## config.mk

```make
export PLATFORM = sky130hd
export DESIGN_NAME = multicycle_control
export DESIGN_NICKNAME = d
export VERILOG_FILES = /design/src/rtl/mips_ctrl_pkg.sv /design/src/rtl/ctrl_output_decode.sv /design/src/rtl/multicycle_control.sv
export SDC_FILE = /design/constraint.sdc
export NUM_CORES = 1
export LEC_CHECK = 0
export ABC_AREA = 1
export BUFFER_PORTS_ARGS = -buffer_cell sky130_fd_sc_hd__buf_2
export CORE_AREA = 2 2 39 41
export DETAILED_ROUTE_END_ITERATION = 10
export DIE_AREA = 0 0 41 43
export PLACE_DENSITY = 0.72
export SLEW_MARGIN = 20
export SYNTH_ARGS = -nofsm -noshare
export SYNTH_HDL_FRONTEND = slang
export SYNTH_SLANG_ARGS = --single-unit
```

## constraint.sdc

```tcl
create_clock -name clk -period 2.4 [get_ports clk]
set_clock_uncertainty 0.15 [all_clocks]
set_input_delay 0 -clock clk [delete_from_list [all_inputs] [get_ports clk]]
set_output_delay 0 -clock clk [all_outputs]
set_load 0.02 [all_outputs]
```

## src/rtl/mips_ctrl_pkg.sv

```systemverilog
// Shared encodings for the multicycle MIPS control path: state codes, opcodes,
// and the ALU/PC select values that the datapath decodes.
package mips_ctrl_pkg;

   typedef enum logic [3:0] {
      S_FETCH0 = 4'd0,
      S_FETCH1 = 4'd1,
      S_DECODE = 4'd2,
      S_MEMADR = 4'd3,
      S_MEMRD  = 4'd4,
      S_MEMWB  = 4'd5,
      S_MEMWR  = 4'd6,
      S_EXEC   = 4'd7,
      S_ALUWB  = 4'd8,
      S_BRANCH = 4'd9,
      S_JUMP   = 4'd10,
      S_ADDIEX = 4'd11,
      S_ADDIWB = 4'd12
   } state_t;

   localparam logic [5:0] OP_RTYPE = 6'b000000;
   localparam logic [5:0] OP_LW    = 6'b100011;
   localparam logic [5:0] OP_SW    = 6'b101011;
   localparam logic [5:0] OP_BEQ   = 6'b000100;
   localparam logic [5:0] OP_J     = 6'b000010;
   localparam logic [5:0] OP_ADDI  = 6'b001000;

   localparam logic [1:0] ALU_ADD   = 2'b00;
   localparam logic [1:0] ALU_SUB   = 2'b01;
   localparam logic [1:0] ALU_FUNCT = 2'b10;

   localparam logic [2:0] SRCB_REG   = 3'b000;
   localparam logic [2:0] SRCB_FOUR  = 3'b001;
   localparam logic [2:0] SRCB_IMM   = 3'b010;
   localparam logic [2:0] SRCB_SHIMM = 3'b011;

   localparam logic [1:0] PC_ALU    = 2'b00;
   localparam logic [1:0] PC_BRANCH = 2'b01;
   localparam logic [1:0] PC_JUMP   = 2'b10;

   typedef struct packed {
      logic       pc_write_cond;
      logic       pc_write;
      logic       i_or_d;
      logic       mem_read;
      logic       mem_write;
      logic       mem_to_reg;
      logic       ir_write;
      logic       alu_src_a;
      logic       reg_write;
      logic       reg_dst;
      logic [1:0] pc_source;
      logic [1:0] alu_op;
      logic [2:0] alu_src_b;
   } ctrl_t;

   function automatic logic is_supported(input logic [5:0] op);
      return (op == OP_RTYPE) || (op == OP_LW) || (op == OP_SW) ||
             (op == OP_BEQ)   || (op == OP_J)  || (op == OP_ADDI);
   endfunction

endpackage

```

## src/rtl/ctrl_output_decode.sv

```systemverilog
// Moore output decoder: maps the current control state to datapath control lines.
module ctrl_output_decode
   import mips_ctrl_pkg::*;
(
   input  state_t state,
   output ctrl_t  ctrl
);

   always_comb begin
      // NOTE: everything defaults to 0 before the case so no path leaves a signal
      // unassigned; that is what keeps this purely combinational (no latches).
      ctrl = '0;
      unique case (state)
         S_FETCH0: ctrl.mem_read = 1'b1;
         S_FETCH1: begin
            ctrl.mem_read  = 1'b1;
            ctrl.ir_write  = 1'b1;
            ctrl.pc_write  = 1'b1;
            ctrl.alu_src_b = SRCB_FOUR;
            ctrl.alu_op    = ALU_ADD;
            ctrl.pc_source = PC_ALU;
         end
         S_DECODE: begin
            ctrl.alu_src_b = SRCB_SHIMM;
            ctrl.alu_op    = ALU_ADD;
         end
         S_MEMADR, S_ADDIEX: begin
            ctrl.alu_src_a = 1'b1;
            ctrl.alu_src_b = SRCB_IMM;
         end
         S_MEMRD: begin
            ctrl.alu_src_a = 1'b1;
            ctrl.alu_src_b = SRCB_IMM;
            ctrl.mem_read  = 1'b1;
            ctrl.i_or_d    = 1'b1;
         end
         S_MEMWB: begin
            ctrl.reg_write  = 1'b1;
            ctrl.mem_to_reg = 1'b1;
         end
         S_MEMWR: begin
            ctrl.alu_src_a = 1'b1;
            ctrl.alu_src_b = SRCB_IMM;
            ctrl.mem_write = 1'b1;
            ctrl.i_or_d    = 1'b1;
         end
         S_EXEC: begin
            ctrl.alu_src_a = 1'b1;
            ctrl.alu_src_b = SRCB_REG;
            ctrl.alu_op    = ALU_FUNCT;
         end
         S_ALUWB: begin
            ctrl.alu_src_a = 1'b1;
            ctrl.alu_src_b = SRCB_REG;
            ctrl.alu_op    = ALU_FUNCT;
            ctrl.reg_write = 1'b1;
            ctrl.reg_dst   = 1'b1;
         end
         S_BRANCH: begin
            ctrl.alu_src_a     = 1'b1;
            ctrl.alu_src_b     = SRCB_REG;
            ctrl.alu_op        = ALU_SUB;
            ctrl.pc_write_cond = 1'b1;
            ctrl.pc_source     = PC_BRANCH;
         end
         S_JUMP: begin
            ctrl.pc_write  = 1'b1;
            ctrl.pc_source = PC_JUMP;
         end
         S_ADDIWB: begin
            ctrl.alu_src_a = 1'b1;
            ctrl.alu_src_b = SRCB_IMM;
            ctrl.reg_write = 1'b1;
         end
         default: ctrl = '0;
      endcase
   end

endmodule

```

## src/rtl/multicycle_control.sv

```systemverilog
// Multicycle MIPS control FSM: state register and next-state logic; outputs come
// from ctrl_output_decode so they depend on the state register alone.
module multicycle_control
   import mips_ctrl_pkg::*;
(
   input  logic       clk,
   input  logic       reset,
   input  logic [5:0] opCode,
   output logic       PCWriteCond,
   output logic       PCWrite,
   output logic       IorD,
   output logic       MemRead,
   output logic       MemWrite,
   output logic       MemtoReg,
   output logic       IRWrite,
   output logic       ALUSrcA,
   output logic       RegWrite,
   output logic       RegDst,
   output logic [1:0] PCSource,
   output logic [1:0] ALUOp,
   output logic [2:0] ALUSrcB,
   output logic [3:0] state_o,
   output logic       illegal_op
);

   state_t state_q, state_d;
   logic   illegal_q, illegal_d;
   ctrl_t  ctrl;

   // NOTE: reset is asynchronous so an in-flight write enable drops the moment
   // reset falls, not at the next edge.
   always_ff @(posedge clk or negedge reset) begin
      if (!reset) begin
         state_q   <= S_FETCH0;
         illegal_q <= 1'b0;
      end else begin
         // NOTE: non-blocking assignments so every register samples pre-edge values.
         state_q   <= state_d;
         illegal_q <= illegal_d;
      end
   end

   always_comb begin
      state_d   = S_FETCH0;
      illegal_d = 1'b0;
      case (state_q)
         S_FETCH0: state_d = S_FETCH1;
         S_FETCH1: state_d = S_DECODE;
         S_DECODE: begin
            illegal_d = !is_supported(opCode);
            case (opCode)
               OP_LW, OP_SW: state_d = S_MEMADR;
               OP_RTYPE:     state_d = S_EXEC;
               OP_BEQ:       state_d = S_BRANCH;
               OP_J:         state_d = S_JUMP;
               OP_ADDI:      state_d = S_ADDIEX;
               default:      state_d = S_FETCH0;
            endcase
         end
         S_MEMADR: state_d = (opCode == OP_LW) ? S_MEMRD : S_MEMWR;
         S_MEMRD:  state_d = S_MEMWB;
         S_EXEC:   state_d = S_ALUWB;
         S_ADDIEX: state_d = S_ADDIWB;
         default:  state_d = S_FETCH0;   // terminal states and unused codes 13-15
      endcase
   end

   ctrl_output_decode u_decode (
      .state (state_q),
      .ctrl  (ctrl)
   );

   assign PCWriteCond = ctrl.pc_write_cond;
   assign PCWrite     = ctrl.pc_write;
   assign IorD        = ctrl.i_or_d;
   assign MemRead     = ctrl.mem_read;
   assign MemWrite    = ctrl.mem_write;
   assign MemtoReg    = ctrl.mem_to_reg;
   assign IRWrite     = ctrl.ir_write;
   assign ALUSrcA     = ctrl.alu_src_a;
   assign RegWrite    = ctrl.reg_write;
   assign RegDst      = ctrl.reg_dst;
   assign PCSource    = ctrl.pc_source;
   assign ALUOp       = ctrl.alu_op;
   assign ALUSrcB     = ctrl.alu_src_b;
   assign state_o     = state_q;
   assign illegal_op  = illegal_q;

endmodule

```

==> flow_metrics.env, run 1 <==
export IMPL_num_antenna_cells=0
export IMPL_fin_ws_ns=0.817
export IMPL_min_from="opCode[3]"
export IMPL_num_vias=643
export IMPL_power_density_nw_per_um2=1150
export IMPL_postSynthCellCount=93
export IMPL_combPwrFrac_pct=68.3
export IMPL_synth_fa_ha_area_share_pct=0
export IMPL_place_worst_setup_slack_ns=1.08
export IMPL_cp_required_ns=2.25
export IMPL_intPower_mw=0.361
export IMPL_critical_path_buf_inv_count=2
export IMPL_drt_pass1_iter_count=4
export IMPL_dp_hpwl_mm=1.01
export IMPL_place_gp_congestion=0.663
export IMPL_critical_path_cell_chain="inv_1, nand2_2, nor2_1, nor2_1, nand3b_1, buf_2"
export IMPL_synth_top_family_by_area="simple AND/OR/NAND/NOR gates"
export IMPL_switching_share_pct=55.5
export IMPL_core_area_um2=1380
export IMPL_finalCriticalPeriod_ns=1.58
export IMPL_rsz0062_at_grt="false"
export IMPL_die_h_um=43
export IMPL_dieArea_um2=1760
export IMPL_p_leak_nw=0.434
export IMPL_ir_worst_vdd_v=0.000320
export IMPL_power_mw=0.811
export IMPL_synth_simple_area_share_pct=52.2
export IMPL_cts_sinks=5
export IMPL_cpMostUsedCell="nor2_1"
export IMPL_clkLatencyLatePin_ns=0.24
export IMPL_grt_total_usage_pct=15.9
export IMPL_synth_top_area_share_pct=24.3
export IMPL_fin_tns_setup_ns=0
export IMPL_yosys_top_cells_area="dfrtp_1 24%, nor2_1 20%, nand2_1 13%"
export IMPL_ctsResizeCount=0
export IMPL_critical_path_class="reg -> out"
export IMPL_avgViaCountPerCell=4.56
export IMPL_start_util_pct=37.3
export IMPL_numPortBuffers=28
export IMPL_synthXorXnorAreaFrac_pct=0
export IMPL_synth_seq_area_share_pct=24.3
export IMPL_routed_wl_mm=1.20
export IMPL_cts_root_buf="clkbuf_4"
export IMPL_status="complete, no violations"
export IMPL_min_path_type="in -> reg"
export IMPL_synth_area_um2=515
export IMPL_worstReg2RegStart="state_o[2]"
export IMPL_rows=14
export IMPL_crit_family="flip-flops"
export IMPL_setup_worst_path_start="state_o[1]"
export IMPL_clkTransAtPathRegs_ns=0.04
export IMPL_muxShareOfSynthArea_pct=0
export IMPL_yosysWarnings=0
export IMPL_io_pins=30
export IMPL_yosys_area_top_type="dfrtp_1"
export IMPL_overflow=0
export IMPL_seqPwrFrac_pct=19.9
export IMPL_slew_violations=0
export IMPL_drt_iter0_markers=10
export IMPL_grt_pass1_vias=517
export IMPL_nNetsFinal=134
export IMPL_syn_avg_cell_area_um2=5.54
export IMPL_syn_num_nets=101
export IMPL_cp_start_kind="flop"
export IMPL_syn2layout_area_growth_pct=37.1
export IMPL_synth_distinct_cells=17
export IMPL_grt_max_degree=8
export IMPL_timing_fmax_mhz=632
export IMPL_grt_pass1_wl_mm=1.96
export IMPL_async_flop_share_pct=100
export IMPL_crit_arrival_ns=1.43
export IMPL_h_tree_depth=1
export IMPL_path_max_fanout=7
export IMPL_antenna_found_initial=0
export IMPL_clk_path_buf_depth=2
export IMPL_synth_compound_area_share_pct=8.98
export IMPL_wl_per_cell_um=8.53
export IMPL_drive_above_1_share_pct=30.4
export IMPL_synth_flop_cell="dfrtp_1"
export IMPL_setup_viol=0
export IMPL_die_w_um=41
export IMPL_drcViolationCount=0
export IMPL_crit_path_max_incr_delay_ns=0.45
export IMPL_synth_edf_count=0
export IMPL_cap_violations=0
export IMPL_clkPwrFrac_pct=11.8
export IMPL_cts_buffers=3
export IMPL_ys_seq_elements=5
export IMPL_hold_viol=0
export IMPL_p_sw_mw=0.450
export IMPL_slowest_stage="dfrtp_1"
export IMPL_cts_tree="yes"
export IMPL_end_kind="primary output"
export IMPL_drtAntennaViolNets=0
export IMPL_fill_cells=147
export IMPL_period_share_pct=66.0
==> sequential cells by signal, summed over array words and instances (netlist names) <==
register,count
state_o,4
illegal_op,1
==> timing repair <==
item	4_1_cts	5_1_grt
setup buffers	0	0
hold buffers	2	0
endpoints found under the setup margin	0	0
hold endpoints to repair	5	0
==> power by group through the flow <==
stage               clock [mW]  combinational (mW)  sequential, mW
floorplan                    0               0.357           0.194
global placement             0               0.554           0.159
detailed placement           0               0.554           0.162
CTS                     0.0998               0.558           0.161
global route             0.108               0.616           0.168
finish                  0.0960               0.554           0.161
==> tightest hold or removal path, cell delays in order <==
cell	delay, ns
buf_2	0.10
nor2_1	0.04
nand3_1	0.06
nand3_1	0.06
nand2_1	0.06
nand2_1	0.05
==> Yosys cell counts, types with 2 or more instances <==
library cell,instances
nand3_1,9
o21ai_0,3
nand3b_1,2
nand2_2,2
inv_1,13
inv_2,2
buf_4,2
nand2_1,18
nor2_1,28
a21oi_1,2
dfrtp_1,5
o211ai_1,2
==> metal layers <==
layer / global-route usage (%) / wire length (um) / up-vias
li1: - / - / 351
met1: 19.3 / 544 / 266
met2: 25.9 / 548 / 26
met3: 4.71 / 110 / 0
met4: 4.00 / 0 / 0
met5: 0 / 0 / -
==> worst paths after layout <==
kind | to | slack [ns] | cells after the start
min reg2reg | state_o[2] | 0.43 | 1
max | ALUSrcA | 0.82 | 6
max reg2reg | state_o[1] | 1.12 | 7
min in group asynchronous | state_o[0] | 0.52 | 3
max in group asynchronous | illegal_op | 1.39 | 3
min | state_o[3] | 0.03 | 6
==> placed cells by master (no fill, tap or decap) <==
cell           synthesis  final
a21oi_1                2      2
buf_2                  0     28
dfrtp_1                5      5
dlygate4sd3_1          0      2
inv_1                 13     13
nand3_1                9      9
conb_1                 1      1
nand2_1               18     18
nor2_4                 1      1
nor2_1                28     28
o22ai_1                1      1
clkbuf_1               0      1
or2_2                  1      1
o21ai_0                3      3
inv_2                  2      2
nor2_2                 1      1
o211ai_1               2      2
clkbuf_4               0      3
nand3b_1               2      2
nand2_2                2      2
==> kinds of logic after synthesis <==
logic type,count (synthesis)
AOI/OAI and AO/OA,8
buffers and inverters,17
DFF,5
other,1
and+or+nand+nor,62
==> through the flow <==
step           utilization (%)  hold slack, ns  std cells  area, um^2
2_1_floorplan                -          -0.446         93         515
3_3_place_gp              47.7          -0.333        135         661
3_5_place_dp              47.7          -0.333        135         661
4_1_cts                   51.1          0.0262        141         707
5_1_grt                   51.1          0.0633        141         707
6_report                  51.1          0.0325        141         707
==> area by class of cell <==
cell class                 instances  area, um^2  share of cell area, %
multi-input combinational         71         319                   45.1
sequential                         5         125                   17.7
clock buffer                       4        26.3                   3.72
tap                               16        20.0                   2.83
timing repair buffer              30         160                   22.7
inverter                          15        56.3                   7.96
No activity file was read; power rests on OpenSTA's default activity.
==> run 2, diff against run 1 <==
Clock period 2.4 ns to 1.5 ns, I/O delays scaled along.
==> run 2 against run 1 <==
Sequential cell count unchanged; final area increased by 14%; sequential power increased by 77%; total power increased by 92%; first-iteration DRC count increased by 30%; largest cell class unchanged; largest power group unchanged.
==> flow_metrics.env, run 2 (synthesis gave the netlist of run 1 again) <==
export IMPL_seqPwrFrac_pct=18.3
export IMPL_critical_path_class="reg -> out"
export IMPL_final_cells=145
export IMPL_intPower_mw=0.716
export IMPL_min_path_type="in -> reg"
export IMPL_layout_common_cells="26 x buf_2, 18 x nor2_1, 16 x nand2_1"
export IMPL_cts_root_buf="clkbuf_4"
export IMPL_place_worst_setup_slack_ns=0.162
export IMPL_syn2layout_area_growth_pct=56.3
export IMPL_clkLatencyLatePin_ns=0.24
export IMPL_grt_total_usage_pct=14.1
export IMPL_setup_viol=0
export IMPL_dp_hpwl_mm=1.03
export IMPL_drt_iter0_markers=13
export IMPL_cp_start_kind="flop"
export IMPL_hold_viol=0
export IMPL_die_h_um=43
export IMPL_overflow=0
export IMPL_timing_fmax_mhz=675
export IMPL_cts_sinks=5
export IMPL_clkTransAtPathRegs_ns=0.04
export IMPL_finalCriticalPeriod_ns=1.48
export IMPL_num_antenna_cells=0
export IMPL_grt_pass1_wl_mm=1.84
export IMPL_cts_tree="yes"
export IMPL_power_density_nw_per_um2=1930
export IMPL_dieArea_um2=1760
export IMPL_largest_register_ffs=4
export IMPL_clk_path_buf_depth=2
export IMPL_nNetsFinal=138
export IMPL_cap_violations=0
export IMPL_drive_above_1_share_pct=46.5
export IMPL_grt_util_met1_pct=18.5
export IMPL_place_gp_congestion=0.695
export IMPL_num_vias=694
export IMPL_status="complete, no violations"
export IMPL_period_share_pct=98.7
export IMPL_p_leak_nw=0.456
export IMPL_crit_arrival_ns=1.33
export IMPL_clkPwrFrac_pct=9.9
export IMPL_end_kind="primary output"
export IMPL_fill_cells=131
export IMPL_h_tree_depth=1
export IMPL_io_pins=30
export IMPL_cp_required_ns=1.35
export IMPL_path_max_fanout=6
export IMPL_grt_met2_usage_pct=23.8
export IMPL_dp_cells=135
export IMPL_placed_area_um2=668
export IMPL_top_usage_layer="met2"
export IMPL_cts_buffers=3
export IMPL_combPwrFrac_pct=71.8
export IMPL_slew_violations=0
export IMPL_switching_share_pct=54.0
export IMPL_start_util_pct=37.3
export IMPL_grt_pass1_vias=493
export IMPL_p_sw_mw=0.841
export IMPL_rsz0062_at_grt="true"
export IMPL_die_w_um=41
export IMPL_drt_pass1_iter_count=3
export IMPL_numPortBuffers=28
export IMPL_rows=14
export IMPL_drtAntennaViolNets=0
export IMPL_routed_wl_mm=1.38
export IMPL_final_cell_area_um2=806
export IMPL_grt_util_met3_pct=0.524
export IMPL_avgViaCountPerCell=4.79
export IMPL_final_common_cell="buf_2"
export IMPL_wl_per_cell_um=9.52
export IMPL_fin_ws_ns=0.0190
export IMPL_grt_max_degree=8
export IMPL_core_area_um2=1380
export IMPL_drcViolationCount=0
export IMPL_ir_worst_vdd_v=0.000823
export IMPL_antenna_found_initial=0
-- run 2: cell types whose count changed in the layout (fill, tap and decap cells not counted), moves of 2 or more --
cell / before / now
nor2_1: 28 / 18
buf_6: 0 / 2
buf_4: 0 / 4
nor2_2: 1 / 9
nand2_1: 18 / 16
inv_2: 2 / 6
dfrtp_1: 5 / 3
dfrtp_2: 0 / 2
buf_2: 28 / 26
inv_1: 13 / 9
nor2_4: 1 / 3
-- run 2: power groups by stage --
| stage | logic (mW) | clock network (mW) | registers [mW] |
|---|---|---|---|
| finish | 1.12 | 0.155 | 0.285 |
| global route | 1.21 | 0.164 | 0.293 |
| CTS | 0.945 | 0.153 | 0.258 |
| detailed placement | 0.906 | 0 | 0.258 |
| global placement | 0.894 | 0 | 0.257 |
| floorplan | 0.581 | 0 | 0.312 |
-- run 2: worst paths after layout --
check	start	endpoint	slack, ns	cells after the start
setup reg to reg	state_o[0]	state_o[1]	0.21	7
min in group asynchronous	reset	illegal_op	0.53	3
setup / recovery	state_o[3]	ALUSrcB[1]	0.02	5
max in group asynchronous	reset	state_o[0]	0.46	3
hold reg to reg	state_o[2]	state_o[2]	0.52	2
hold / removal	opCode[3]	state_o[3]	0.02	6
-- run 2: what timing repair did --
item	CTS	global route
hold buffers	2	0
gates resized for setup	6	17
pin swaps	0	6
endpoints found under the setup margin	3	4
endpoints found under the hold margin	5	0
gates cloned	0	0
setup buffers	1	3
-- run 2: worst max-delay path: stages (launching register included) --
cell and delay (ns):
dfrtp_1 0.45, nand2_2 0.19, nor2_2 0.06, a21oi_1 0.12, o211ai_1 0.10, buf_4 0.17
-- run 2: final cells by class --
cell class | count | area (um^2) | area share [%]
inverter | 15 | 56.3 | 6.99
tap | 16 | 20.0 | 2.48
multi-input combinational | 71 | 373 | 46.3
clock buffer | 4 | 26.3 | 3.26
timing repair buffer | 34 | 203 | 25.2
sequential | 5 | 128 | 15.8
-- run 2: stage by stage --
step	util [%]	setup TNS (ns)	hold WS, ns	total power, mW
3_3_place_gp	48.3	0	-0.333	1.15
6_report	58.2	0	0.0214	1.56
2_1_floorplan	-	-0.0173	-0.446	0.893
3_5_place_dp	48.3	0	-0.334	1.16
4_1_cts	53.1	-0.00508	0.0210	1.36
5_1_grt	58.2	-0.0951	0.0868	1.67
-- run 2: routing by layer --
layer	up-vias	share of wire (%)	wire length, um
met4	0	0	0
met1	313	42	583
met3	0	7.0	96
li1	357	-	-
met2	24	51	700
met5	-	0	0
